## src/rtl/beh_alu_pkg.sv

```systemverilog
// beh_alu_pkg: opcodes, widths and reset value shared by the ALU slice.
package beh_alu_pkg;
    localparam logic [1:0] OP_ADD = 2'b00;
    localparam logic [1:0] OP_SUB = 2'b01;
    localparam logic [1:0] OP_AND = 2'b10;
    localparam logic [1:0] OP_OR  = 2'b11;
    localparam int DW = 8;
    localparam int RW = 9;
    localparam logic [RW-1:0] RES_RST = 9'h000;
endpackage

```

## src/rtl/beh_alu_core.sv

```systemverilog
// beh_alu_core: combinational 8-bit add/sub/and/or with 9-bit result.
// Zero/overflow flag outputs exist only with BEH_ALU_FLAGS_EN.
module beh_alu_core
    import beh_alu_pkg::*;
(
    input  logic [DW-1:0] A,
    input  logic [DW-1:0] B,
    input  logic [1:0]    ALUOp,
    output logic [RW-1:0] res
`ifdef BEH_ALU_FLAGS_EN
    ,
    output logic          zero_c,
    output logic          ovf_c
`endif
);
    // bit 8 of the 9-bit sub is the borrow, set exactly when A < B
    always_comb begin
        res = ALUOp == OP_ADD ? {1'b0, A} + {1'b0, B} :
              ALUOp == OP_SUB ? {1'b0, A} - {1'b0, B} :
              ALUOp == OP_AND ? {1'b0, A & B} :
                                {1'b0, A | B};
    end
`ifdef BEH_ALU_FLAGS_EN
    always_comb begin
        zero_c = res[DW-1:0] == '0;
        ovf_c  = ALUOp == OP_ADD ? (A[DW-1] == B[DW-1]) && (res[DW-1] != A[DW-1]) :
                 ALUOp == OP_SUB ? (A[DW-1] != B[DW-1]) && (res[DW-1] != A[DW-1]) :
                                   1'b0;
    end
`endif
endmodule

```

## src/rtl/beh_alu.sv

```systemverilog
// beh_alu: 8-bit four-function ALU with registered 9-bit result (bit 8 = carry/borrow).
// Optional registered zero/ovf flags with BEH_ALU_FLAGS_EN.
module beh_alu
    import beh_alu_pkg::*;
(
    input  logic          clk,
    input  logic          rst_n,
    input  logic [DW-1:0] A,
    input  logic [DW-1:0] B,
    input  logic [1:0]    ALUOp,
    output logic [RW-1:0] Out
`ifdef BEH_ALU_FLAGS_EN
    ,
    output logic          zero,
    output logic          ovf
`endif
);
    logic [RW-1:0] w_res;
    logic [RW-1:0] r_out;
`ifdef BEH_ALU_FLAGS_EN
    logic w_zero;
    logic w_ovf;
    logic r_zero;
    logic r_ovf;
`endif
    beh_alu_core u_core (
        .A     (A),
        .B     (B),
        .ALUOp (ALUOp),
        .res   (w_res)
`ifdef BEH_ALU_FLAGS_EN
        ,
        .zero_c(w_zero),
        .ovf_c (w_ovf)
`endif
    );
    always_ff @(posedge clk or negedge rst_n) begin
        if (!rst_n) begin
            r_out <= RES_RST;
        end else begin
            r_out <= w_res;
        end
    end
    assign Out = r_out;
`ifdef BEH_ALU_FLAGS_EN
    always_ff @(posedge clk or negedge rst_n) begin
        if (!rst_n) begin
            r_zero <= 1'b1;
            r_ovf  <= 1'b0;
        end else begin
            r_zero <= w_zero;
            r_ovf  <= w_ovf;
        end
    end
    assign zero = r_zero;
    assign ovf  = r_ovf;
`endif
endmodule

```

## config.mk

```make
export PLATFORM = sky130hd
export DESIGN_NAME = beh_alu
export DESIGN_NICKNAME = d
export VERILOG_FILES = /design/src/rtl/beh_alu_pkg.sv /design/src/rtl/beh_alu_core.sv /design/src/rtl/beh_alu.sv
export SDC_FILE = /design/constraint.sdc
export NUM_CORES = 1
export LEC_CHECK = 0
export CAP_MARGIN = 20
export CELL_PAD_IN_SITES_DETAIL_PLACEMENT = 1
export CELL_PAD_IN_SITES_GLOBAL_PLACEMENT = 1
export CORE_ASPECT_RATIO = 0.75
export CORE_MARGIN = 4
export CORE_UTILIZATION = 30
export DETAILED_ROUTE_END_ITERATION = 6
export HOLD_SLACK_MARGIN = 0.15
export PLACE_DENSITY = 0.73
export SYNTH_ARGS = -nofsm -noshare
export SYNTH_HDL_FRONTEND = slang
export SYNTH_SLANG_ARGS = --single-unit
```

## constraint.sdc

```tcl
create_clock -name clk -period 0.8 [get_ports clk]
set_input_delay 0.12 -clock clk [delete_from_list [all_inputs] [get_ports clk]]
set_output_delay 0.12 -clock clk [all_outputs]
set_load 0.02 [all_outputs]
```

==> metrics.txt <==
Core ar. 4030 µm²; Via density 5.33; Port Buf Inserts 28; WP data required 0.95 ns; Seq cells post-synth 9; post-layout util 61.6%; Post-Synthesis Cells between 150 and 200; Antenna Cells 0; pwr dens 1140 nW/µm²; FMAX about 630 MHz; Final Wtd Congestion 0.870; TritonRoute pass-1 iters 4; normalized max-slew margin a little under 70%; Post-Syn Nets between 200 and 250; CP Max Fanout 3; Die Width approximately 83 µm; synthesized cell area 1250 µm²; worst setup path category input port to flop; Synth area leaders ha_1, dfrtp_1, inv_1; clock transition at the registers of the reported paths 0.04 ns; status finished with violations; Inst Count DP 277; Least-Margin Pin Slew roughly 0.49 ns; Worst Path Arrival 1.74 ns; final instance area 2480 µm²; first-pass GRT wire length 9060 µm; share of the synthesized area in the top cell type between 20% and 30%; failing checks negative setup slack; final setup margin -0.790 ns; Post-synth EDFFs 0; asr flop ratio synth 100%; H-tree levels 1; Post-Syn Area per Cell between 7 and 8 µm²; I/O pins 29; post-synth top area cell ha_1; dpl cell area 2000 µm²; antenna violations before repair 0; pin count of the biggest net entering global routing 13; hold slack approximately 0.17 ns; Total GRT Usage 22.6%; DRT Wirelength 6420 µm; CTS tree done; CTS Buf Count 3; VDD IR max 0.000639 V; via count 1557; layout cells sized above 1 approximately three fifths; dpl ws -1.61 ns; DRC violations left 0; Wirelength per Cell 22.0 µm; Hold-fix buffers, CTS 0; total grt overflow 0; final std cells w/o fill 292; Num Clock Sinks 9; Final Hold Violating Endpoints 0; placed wire-length estimate ~3800 µm; Worst setup SP type input port; Starting Density 31.1%; vias in the first global route 1753; fin crit period 1.59 ns; Slew Limit Fails 0; Top FF cell, synth dfrtp_1; total power 2.83 mW; Clock Path Buffers 2; Seq/Total Area, Yosys 18.0%; max FFs per register 9; Detail Route Antenna Nets 0; FP Rows 20; Synth Warn # 0; Final Setup Violations 18; fin nets 284; synthesis-to-layout area growth 98.0%; Synth cell types a little over 40; Worst Hold Class input port to asynchronous set/reset pin; final setup TNS -6.15 ns; leakage 1.10 nW; post-route clock period utilization 199%; CP Cell Sequence buf_8 > clkinvlp_4 > buf_12 > fa_2 > inv_2 > a21o_4 > a41oi_4 > a32o_2 > a211oi_2; DRT iter0 DRCs 88; unrepaired setup endpoints after global routing true; slowest CP cell fa_2; Worst Setup End Kind flop; max_cap viols 0; WP buf/inv 4; crit-path max cell delay roughly 0.37 ns; DIE AREA 5280 µm²; CP delay by family, top compound AO/OA/AOI/OAI gates; clock root buffer clkbuf_8; die height 64.0 µm
==> final cells by class <==
cell class / count / area, µm²
tap: 55 / 68.8
inverter: 26 / 116
sequential: 9 / 225
fill: 444 / 1550
multi-input combinational: 116 / 1310
timing repair buffer: 82 / 714
clock buffer: 4 / 45.0
==> cell usage after synthesis (3+ instances only) <==
library cell,number
mux2i_1,3
a211oi_1,5
nor3_1,3
ha_1,24
nor2_1,14
a21oi_1,6
o211ai_1,3
dfrtp_1,9
inv_1,26
nor2b_1,5
a21o_1,3
buf_2,3
o21ai_0,11
a31oi_1,3
nand2_1,8
==> power breakdown <==
group / leakage (nW) / internal [mW] / switching (mW)
Combinational: 0.975 / 0.843 / 0.890
Clock: 0.0228 / 0.348 / 0.193
Sequential: 0.105 / 0.522 / 0.0326
==> layout by cell type (no fill, tap or decap), drive strengths merged, types with 2 or more instances in the layout <==
cell and instances:
ha 24, a221o 2, a21o 4, inv 25
dfrtp 9, nor2 14, a21boi 2, buf 70
nand2 8, clkdlybuf4s50 3, o21ai 11, clkbuf 4
a211oi 5, nor2b 5, a31oi 3, o31ai 2
o311ai 2, mux2i 3, nor3 4, dlygate4sd2 8
o211ai 3, a21oi 6, xnor2 2, fa 2
a22oi 2
==> worst max path at each step <==
stage | end | cells past startpoint | slack (ns) | start
after floorplan | Out[6]$_DFF_PN0_ | 9 | -0.76 | A[0]
after global placement | Out[6]$_DFF_PN0_ | 9 | -1.48 | B[0]
after detailed placement | Out[6]$_DFF_PN0_ | 9 | -1.61 | B[0]
after CTS | Out[6]$_DFF_PN0_ | 11 | -0.80 | A[0]
after global routing | Out[6]$_DFF_PN0_ | 9 | -0.83 | B[1]
final | Out[6]$_DFF_PN0_ | 9 | -0.79 | B[1]
==> layer usage <==
layer	global-route usage, %	wire length, µm	up-vias
met5	0	0	-
met4	10.4	301	0
met3	3.66	363	25
met2	40.6	3140	64
met1	25.5	2610	764
li1	-	-	704
==> logic make-up after synthesis <==
family          after synthesis  share of synthesized area, %
compound gates               48                          26.6
simple gates                 36                          13.6
buf+inv                      32                          9.99
fa+ha+maj                    26                          27.2
flops                         9                          18.0
mux                           4                          3.30
xor+xnor                      2                          1.40
==> repair_timing <==
action	in CTS	in global routing
gates resized for setup	156	29
hold endpoints to repair	0	0
setup endpoints to repair	18	18
pin swaps	27	21
buffers inserted	12	2
Power figures use the tool's default switching activity.
